==> config.mk <==
export PLATFORM = sky130hd
export DESIGN_NAME = alu_seq_ctrl
export DESIGN_NICKNAME = d
export VERILOG_FILES = /design/src/rtl/alu_seq_ctrl.sv
export SDC_FILE = /design/constraint.sdc
export NUM_CORES = 1
export LEC_CHECK = 0
export BUFFER_PORTS_ARGS = -buffer_cell sky130_fd_sc_hd__buf_2
export CORE_MARGIN = 8
export CORE_UTILIZATION = 42
export DETAILED_ROUTE_END_ITERATION = 10
export PLACE_DENSITY_LB_ADDON = 0.1
export REMOVE_ABC_BUFFERS = 1
export SYNTH_ARGS = -nofsm -noshare
export SYNTH_HDL_FRONTEND = slang
export SYNTH_SLANG_ARGS = --single-unit
==> constraint.sdc <==
create_clock -name in_clk -period 3.2 [get_ports in_clk]
set_clock_uncertainty 0.15 [all_clocks]
set_input_delay 0 -clock in_clk [delete_from_list [all_inputs] [get_ports in_clk]]
set_output_delay 0 -clock in_clk [all_outputs]
set_load 0.05 [all_outputs]
==> src/rtl/alu_seq_ctrl.sv <==
// alu_seq_ctrl
//
// Sequential initiator for a single-cycle combinational ALU.
//
// A command (A, B, func, use_acc) is taken over a valid/ready handshake and
// registered onto the ALU operand/function inputs. After WAIT_CYCLES clock
// edges the ALU result, overflow and zero flags are captured into a response
// register. That register is offered over its own valid/ready handshake.
// The last captured result is kept in an accumulator. A later command can
// use the accumulator in place of operand A, so operations can be chained.
//
// Parameters:
//   WAIT_CYCLES      edges from driving ALU inputs to capturing outputs (1..15)
//
// Ports:
//   in_clk           clock, rising edge
//   in_rst           asynchronous active-high reset
//   in_cmd_valid     command presented
//   out_cmd_ready    block can accept a command (IDLE and not in reset)
//   in_cmd_A/B       operands (32 bit)
//   in_cmd_func      ALU function code (5 bit), passed through undecoded
//   in_cmd_use_acc   substitute accumulator for operand A
//   out_alu_A/B      registered operands to the ALU
//   out_alu_func     registered function code to the ALU
//   in_alu_result    ALU result
//   in_alu_overflow  ALU overflow flag
//   in_alu_zero      ALU zero flag
//   out_rsp_valid    response held
//   in_rsp_ready     consumer takes the response
//   out_rsp_result   captured result
//   out_rsp_overflow captured overflow flag
//   out_rsp_zero     captured zero flag
//
// Optional feature, macro ALU_SEQ_STICKY_OVF_EN:
//   out_ovf_sticky   set on any capture with overflow, cleared by in_ovf_clr
//                    (set wins over a clear on the same edge)
//   in_ovf_clr       clear request for out_ovf_sticky
module alu_seq_ctrl #(
  parameter int unsigned WAIT_CYCLES = 1
) (
  input  logic        in_clk,
  input  logic        in_rst,
  input  logic        in_cmd_valid,
  output logic        out_cmd_ready,
  input  logic [31:0] in_cmd_A,
  input  logic [31:0] in_cmd_B,
  input  logic [4:0]  in_cmd_func,
  input  logic        in_cmd_use_acc,
  output logic [31:0] out_alu_A,
  output logic [31:0] out_alu_B,
  output logic [4:0]  out_alu_func,
  input  logic [31:0] in_alu_result,
  input  logic        in_alu_overflow,
  input  logic        in_alu_zero,
  output logic        out_rsp_valid,
  input  logic        in_rsp_ready,
  output logic [31:0] out_rsp_result,
  output logic        out_rsp_overflow,
  output logic        out_rsp_zero
`ifdef ALU_SEQ_STICKY_OVF_EN
  ,
  output logic        out_ovf_sticky,
  input  logic        in_ovf_clr
`endif
);

  typedef enum logic [1:0] {
    S_IDLE = 2'd0,
    S_EXEC = 2'd1,
    S_RESP = 2'd2
  } state_t;

  // The counter holds WAIT_CYCLES-1 at most, which fits in 4 bits for the
  // legal range 1..15.
  localparam logic [3:0] CNT_LOAD = 4'(WAIT_CYCLES - 1);

  state_t      state_q;
  logic [3:0]  cnt_q;
  logic [31:0] acc_q;
  logic [31:0] alu_a_q;
  logic [31:0] alu_b_q;
  logic [4:0]  alu_func_q;
  logic        rsp_valid_q;
  logic [31:0] rsp_result_q;
  logic        rsp_ovf_q;
  logic        rsp_zero_q;

  logic        accept;
  logic        capture;

  // Ready is combinational so that it drops as soon as reset is asserted
  // and rises as soon as reset is released. No extra edge is needed.
  assign out_cmd_ready = (state_q == S_IDLE) && !in_rst;
  assign accept        = in_cmd_valid && out_cmd_ready;
  assign capture       = (state_q == S_EXEC) && (cnt_q == '0);

  always_ff @(posedge in_clk or posedge in_rst) begin
    if (in_rst) begin
      state_q      <= S_IDLE;
      cnt_q        <= '0;
      acc_q        <= '0;
      alu_a_q      <= '0;
      alu_b_q      <= '0;
      alu_func_q   <= '0;
      rsp_valid_q  <= 1'b0;
      rsp_result_q <= '0;
      rsp_ovf_q    <= 1'b0;
      rsp_zero_q   <= 1'b0;
    end else begin
      case (state_q)
        S_IDLE: begin
          if (accept) begin
            alu_a_q    <= in_cmd_use_acc ? acc_q : in_cmd_A;
            alu_b_q    <= in_cmd_B;
            alu_func_q <= in_cmd_func;
            cnt_q      <= CNT_LOAD;
            state_q    <= S_EXEC;
          end
        end
        S_EXEC: begin
          if (capture) begin
            rsp_result_q <= in_alu_result;
            rsp_ovf_q    <= in_alu_overflow;
            rsp_zero_q   <= in_alu_zero;
            acc_q        <= in_alu_result;
            rsp_valid_q  <= 1'b1;
            state_q      <= S_RESP;
          end else begin
            cnt_q <= cnt_q - 4'd1;
          end
        end
        S_RESP: begin
          // Returning to IDLE here means no new command can be accepted on
          // the same edge that the response is consumed.
          if (in_rsp_ready) begin
            rsp_valid_q <= 1'b0;
            state_q     <= S_IDLE;
          end
        end
        default: begin
          state_q <= S_IDLE;
        end
      endcase
    end
  end

  assign out_alu_A        = alu_a_q;
  assign out_alu_B        = alu_b_q;
  assign out_alu_func     = alu_func_q;
  assign out_rsp_valid    = rsp_valid_q;
  assign out_rsp_result   = rsp_result_q;
  assign out_rsp_overflow = rsp_ovf_q;
  assign out_rsp_zero     = rsp_zero_q;

`ifdef ALU_SEQ_STICKY_OVF_EN
  logic ovf_sticky_q;

  // Set has priority, so a clear cannot hide an overflow captured on the
  // same edge.
  always_ff @(posedge in_clk or posedge in_rst) begin
    if (in_rst) begin
      ovf_sticky_q <= 1'b0;
    end else if (capture && in_alu_overflow) begin
      ovf_sticky_q <= 1'b1;
    end else if (in_ovf_clr) begin
      ovf_sticky_q <= 1'b0;
    end
  end

  assign out_ovf_sticky = ovf_sticky_q;
`endif

endmodule

==> results of run 1 <==
final timing paths:
check | endpoint | slack (ns) | cells past startpoint
setup reg to reg | out_rsp_result[8] | 0.96 | 6
hold / removal | out_alu_A[14] | 0.14 | 3
hold reg to reg | out_alu_A[10] | 0.33 | 2
min in group in_clk | state_q[1] | 0.21 | 3
max in group asynchronous | out_rsp_result[28] | 2.01 | 4
setup / recovery | out_rsp_result[8] | 0.96 | 6
Yosys cell counts (all sizes together) (2+ instances only):
cell | n | area (um2)
or2 | 2 | 12.5
nor2b | 2 | 12.5
clkbuf | 9 | 33.8
a21oi | 2 | 10.0
ha | 2 | 25.0
mux2 | 71 | 807
nand2 | 38 | 143
nor3 | 2 | 10.0
o21ai | 32 | 160
dfrtp | 110 | 2750
buf | 10 | 61.3
o31ai | 2 | 15.0
mux2i | 35 | 350
inv | 4 | 15.0
sequential cells by signal, summed over array words and instances (netlist names):
signal and count:
cnt_q 4, out_alu_func 5, out_rsp_overflow 1, out_rsp_result 32
out_rsp_zero 1, out_alu_A 32, out_alu_B 32, out_rsp_valid 1
state_q 2
layer usage:
layer / wire length [um] / up-vias
met5: 0 / -
met4: 318 / 0
met3: 1010 / 27
met2: 6370 / 147
met1: 5010 / 1725
li1: - / 1749
area by class of cell:
cell class / count / share of cell area (%)
sequential: 110 / 40.1
clock buffer: 13 / 2.46
inverter: 4 / 0.255
multi-input combinational: 194 / 23.2
clock inverter: 3 / 0.255
antenna: 1 / 0.0364
tap: 136 / 2.48
timing repair buffer: 320 / 31.3
worst reg2reg max path, stage by stage, from the launching register on:
cell and delay, ns:
dfrtp_1 0.41, inv_1 0.09, ha_1 0.15, nor3b_1 0.43
nand2_2 0.23, buf_4 0.33, mux2_2 0.34
stage by stage:
stage,util [%],hold WS [ns],area (um2)
after floorplan,-,-0.0637,4350
after global placement,54.4,0.00583,5620
after detailed placement,54.4,0.00774,5620
after CTS,66.5,0.158,6870
after global routing,66.5,0.182,6870
final,66.5,0.140,6870
power groups by stage:
stage	sequential (mW)	combinational, mW	clock (mW)
final	2.48	4.43	0.785
after detailed placement	2.50	4.36	0
after global placement	2.46	4.31	0
after floorplan	4.76	0.997	0
after global routing	2.58	4.67	0.875
after CTS	2.47	4.46	0.822
kinds of logic after synthesis:
family	count (synthesis)	synth area share, %
fa+ha+maj	2	0.562
mux	106	26.0
simple gates	50	4.89
buf+inv	23	2.48
flops	110	61.9
compound gates	36	4.16
timing repair:
item	CTS	global route
gates resized for setup	0	0
hold buffers	106	0
endpoints found under the hold margin	156	0
==> results.md, run 1 <==
* Status: completed
* CTS tree: yes
* Upper clock frequency limit at about 450 MHz
* Critical-path cell list: inv_1, ha_1, nor3b_1, nand2_2, buf_4, mux2_2
* Worst IR Drop VDD at just under 0.7 mV
* Fraction of registers with async set/reset at 100%
* Die area at around 14000 um2
* Yosys reg bits at 110
* Routed length per instance at 16.3 um
* Clock network fraction of total power at approximately 10%
* Register area at 2750 um2
* Post-synthesis sequential area ratio at 61.9%
* Clock Path Buffers at 2
* Worst flop-to-flop path startpoint: cnt_q[0]
* Crit path from: cnt_q[0]
* Unrepaired setup endpoints after global routing: false
* CTS buffer count at 9
* Post-DP HPWL at 8.47 mm
* Seq pwr share at about a third
* Met3 usage at between 6 and 7%
* CP top delay family: simple AND/OR/NAND/NOR gates
* Via density at between 4 and 5
* Number of port buffers at 212
* Avg Inst Size Synth at ~14 um2
* Post-Synthesis Cells at between 300 and 400
* Largest stage delay, worst path at between 0.4 and 0.5 ns
* H-tree depth at 3
* Tot GR Track Use at a little under a fifth
* GR peak layer: met2
* Final #Nets at between 700 and 800
* Root Driver: clkbuf_8
* WL final at about 13 mm
* Max-slew headroom at 26.4%
* First-pass DRT Iterations at 4
* Vias in the first global route at ~4000
* Critical path class: flop to flop
* Fin. max-slew vios at 0
* Pwr/cell area at about 1100 nW/um2
* Most used DFF post-synth: dfrtp_1
* Most common cell after layout, fill and taps aside: buf_2
* Internal cell power at 3.65 mW
* Met2 layer usage reported by global route at between 30 and 40%
* Final Hold Vio Count at 0
* P_leak at about 3.5 nW
* Unique masters post-synth at 23
* Setup TNS at 0 ns
* Commonest cells after routing, fill and taps aside: buf_2, dfrtp_1, dlygate4sd3_1, mux2_2, nand2_1
* # rows at 37
* CTS clk-pin slew, worst paths at 0.10 ns
* Worst skew pair latency at roughly 0.36 ns
* Arrival time worst endpoint at roughly 2.3 ns
* Core ar. at slightly above 10000 um2
* Chip Width at ~120 um
* Synthesized area at between 4000 and 5000 um2
* # clock sinks at 110
* Layout cells sized above 1 at between 40 and 50%
* DRC viols at 0
* CP endpoint kind: flop
* Filler instances at 776
* Max-cap check violation count at 0
* Num ports at about 210
* Switching power total at between 4 and 5 mW
* Die Height at between 100 and 150 um
* Startpoint types: flop
* Post-placement cell count at roughly 660
* Post-DRT Antenna Nets at 0
* Final WS setup at ~0.96 ns
* DR vias at about 3600
* Synth Warn # at 0
* Total power at approximately 7.7 mW
* Comb pwr share at about 58%
* Worst-margin pin slew at about 1.1 ns
* EDFF count, synth at 0
* Initial Util at 43.1%
* Critical-path maximum fanout at 29
* Final Wtd Congestion at about 0.76
* Crit share post-route at between 60% and 70%
* Largest net degree at the start of global routing at around 110
* Placement Setup Slack at between 0.9 and 1 ns
* Grt total ovfl at 0
* Area Growth Syn to Fin at 54.5%
* CP Buf/Inv Count at 2
* Fin crit period at 2.24 ns
* Sw Share at between 50 and 60%
* Met1 Use GR at 20.5%
* CP Data Required Time at approximately 3.3 ns
* Post-CTS Setup Bufs at 0
* Non-Filler Instances at ~780
* Initial antenna violation count at 1
* CP max-delay cell: nor3b_1
* Drt first-iter violations at 137
* Area of the multi-input gates at 1590 um2
* Final Setup Violations at 0
* Hold Path Class: primary input to async pin
* First-pass GRT wire length at 20.8 mm
(Power assumes the default switching activity.)
==> run 2: changes to the inputs <==
- CORE_UTILIZATION: 42 -> 46
- clock period: 3.2 -> 2.3 ns (I/O delays scaled with it)
==> results.md, run 2 (synthesis results as in run 1) <==
* Status: completed
* CTS buffer count at 9
* Post-route design area at approximately 6900 um2
* Final Wtd Congestion at just over 0.8
* Crit share post-route at between 80% and 90%
* Filler instances at between 700 and 800
* Commonest cells after routing, fill and taps aside: buf_2, dfrtp_1, dlygate4sd3_1, mux2_2, nand2_1
* DR vias at around 3700
* Seq pwr share at roughly a third
* # rows at 36
* Critical path class: flop to flop
* Fin. max-slew vios at 0
* Total power at roughly 11 mW
* Final WS setup at around 0.32 ns
* H-tree depth at 3
* Via density at roughly 4.7
* Die Height at roughly 110 um
* # clock sinks at 110
* Number of port buffers at between 200 and 250
* Pwr/cell area at 1550 nW/um2
* Unrepaired setup endpoints after global routing: false
* Final Hold Vio Count at 0
* Layout cells sized above 1 at 47.6%
* Worst skew pair latency at 0.35 ns
* Post-CTS Setup Bufs at 0
* CP endpoint kind: flop
* Initial Util at between 40% and 50%
* Upper clock frequency limit at 506 MHz
* P_leak at 3.50 nW
* Area of the multi-input gates at 1590 um2
* Chip Width at 114 um
* Post-CTS sizing at 0
* Num ports at about 210
* Tot GR Track Use at about a fifth
* Most common cell after layout, fill and taps aside: buf_2
* Post-DP HPWL at 9.05 mm
* CTS clk-pin slew, worst paths at 0.10 ns
* CTS tree: yes
* Die area at 13100 um2
* Internal cell power at approximately 5 mW
* Fin crit period at around 2.0 ns
* Core ar. at around 9600 um2
* Final Setup Violations at 0
* Post-DRT Antenna Nets at 0
* Register area at between 2000 and 3000 um2
* Clock network fraction of total power at roughly 9.7%
* Critical-path maximum fanout at 25
* Routed length per instance at approximately 17 um
* CP Data Required Time at approximately 2.4 ns
* Sw Share at a little over half
* Largest net degree at the start of global routing at 55
* Vias in the first global route at between 4000 and 5000
* Drt first-iter violations at about 180
* Placement Setup Slack at 0.329 ns
* Arrival time worst endpoint at slightly above 2 ns
* First-pass DRT Iterations at 4
* Clock Path Buffers at 2
* N_diodes at 0
* Worst-margin pin slew at roughly 0.67 ns
* Hold Path Class: primary input to flop
* Startpoint types: flop
* Final core occ at between 70% and 80%
* Hold_buf cts at approximately 110
* Root Driver: clkbuf_8
* Max-slew headroom at 55.4%
* Instance area after placement at roughly 5700 um2
* Comb pwr share at ~58%
* Initial antenna violation count at 0
* Final #Nets at between 700 and 800
* Switching power total at roughly 5.7 mW
* DRC viols at 0
* Max-cap check violation count at 0
* Worst IR Drop VDD at approximately 0.86 mV
* R2R Setup Slk at 0.32 ns
* Area Growth Syn to Fin at 55.8%
* Grt total ovfl at 0
* First-pass GRT wire length at between 20 and 25 mm
* WL final at about 13 mm
run 2: area by class of cell:
| class | instances | area share [%] |
|---|---|---|
| Inverter | 4 | 0.253 |
| Timing Repair Buffer | 328 | 32.2 |
| Tap cell | 133 | 2.40 |
| Clock inverter | 1 | 0.0722 |
| Sequential cell | 110 | 39.7 |
| Multi-Input combinational cell | 194 | 23.0 |
| Clock buffer | 14 | 2.35 |
run 2: worst paths after layout:
path,start,cells past startpoint,end
worst max register to register,state_q[0],3,out_alu_B[13]
min in group asynchronous,in_rst,3,out_rsp_result[7]
max in group asynchronous,in_rst,4,out_rsp_result[16]
worst max-delay path,state_q[0],3,out_alu_B[13]
worst min register to register,out_alu_A[15],2,out_alu_A[15]
worst min-delay path,in_cmd_use_acc,3,out_alu_A[9]
run 2: metrics by stage:
stage	hold slack, ns	TNS [ns]	std cells
2_1_floorplan	-0.0637	-126.01	308
6_report	0.0949	0	784
3_3_place_gp	0.0181	0	663
3_5_place_dp	0.0303	0	663
5_1_grt	0.137	0	784
4_1_cts	0.0854	0	784
run 2: layer usage:
layer  GRT usage (%)  up-vias  share of wire, %
met4            7.54        0               1.7
met1            23.3     1787                39
met5               0        -                 0
li1                -     1769                 -
met2            36.4      129                52
met3            5.91       18               7.5
run 2: power groups by stage:
stage	logic, mW	clock network [mW]	registers, mW
after global routing	6.57	1.15	3.58
after floorplan	1.39	0	6.62
final	6.26	1.04	3.46
after CTS	6.29	1.08	3.45
after detailed placement	6.14	0	3.49
after global placement	6.06	0	3.44
run 2: critical path: stages, from the launching register on:
cell	delay [ns]
dfrtp_1	0.43
or4b_4	0.74
buf_4	0.26
mux2_2	0.29
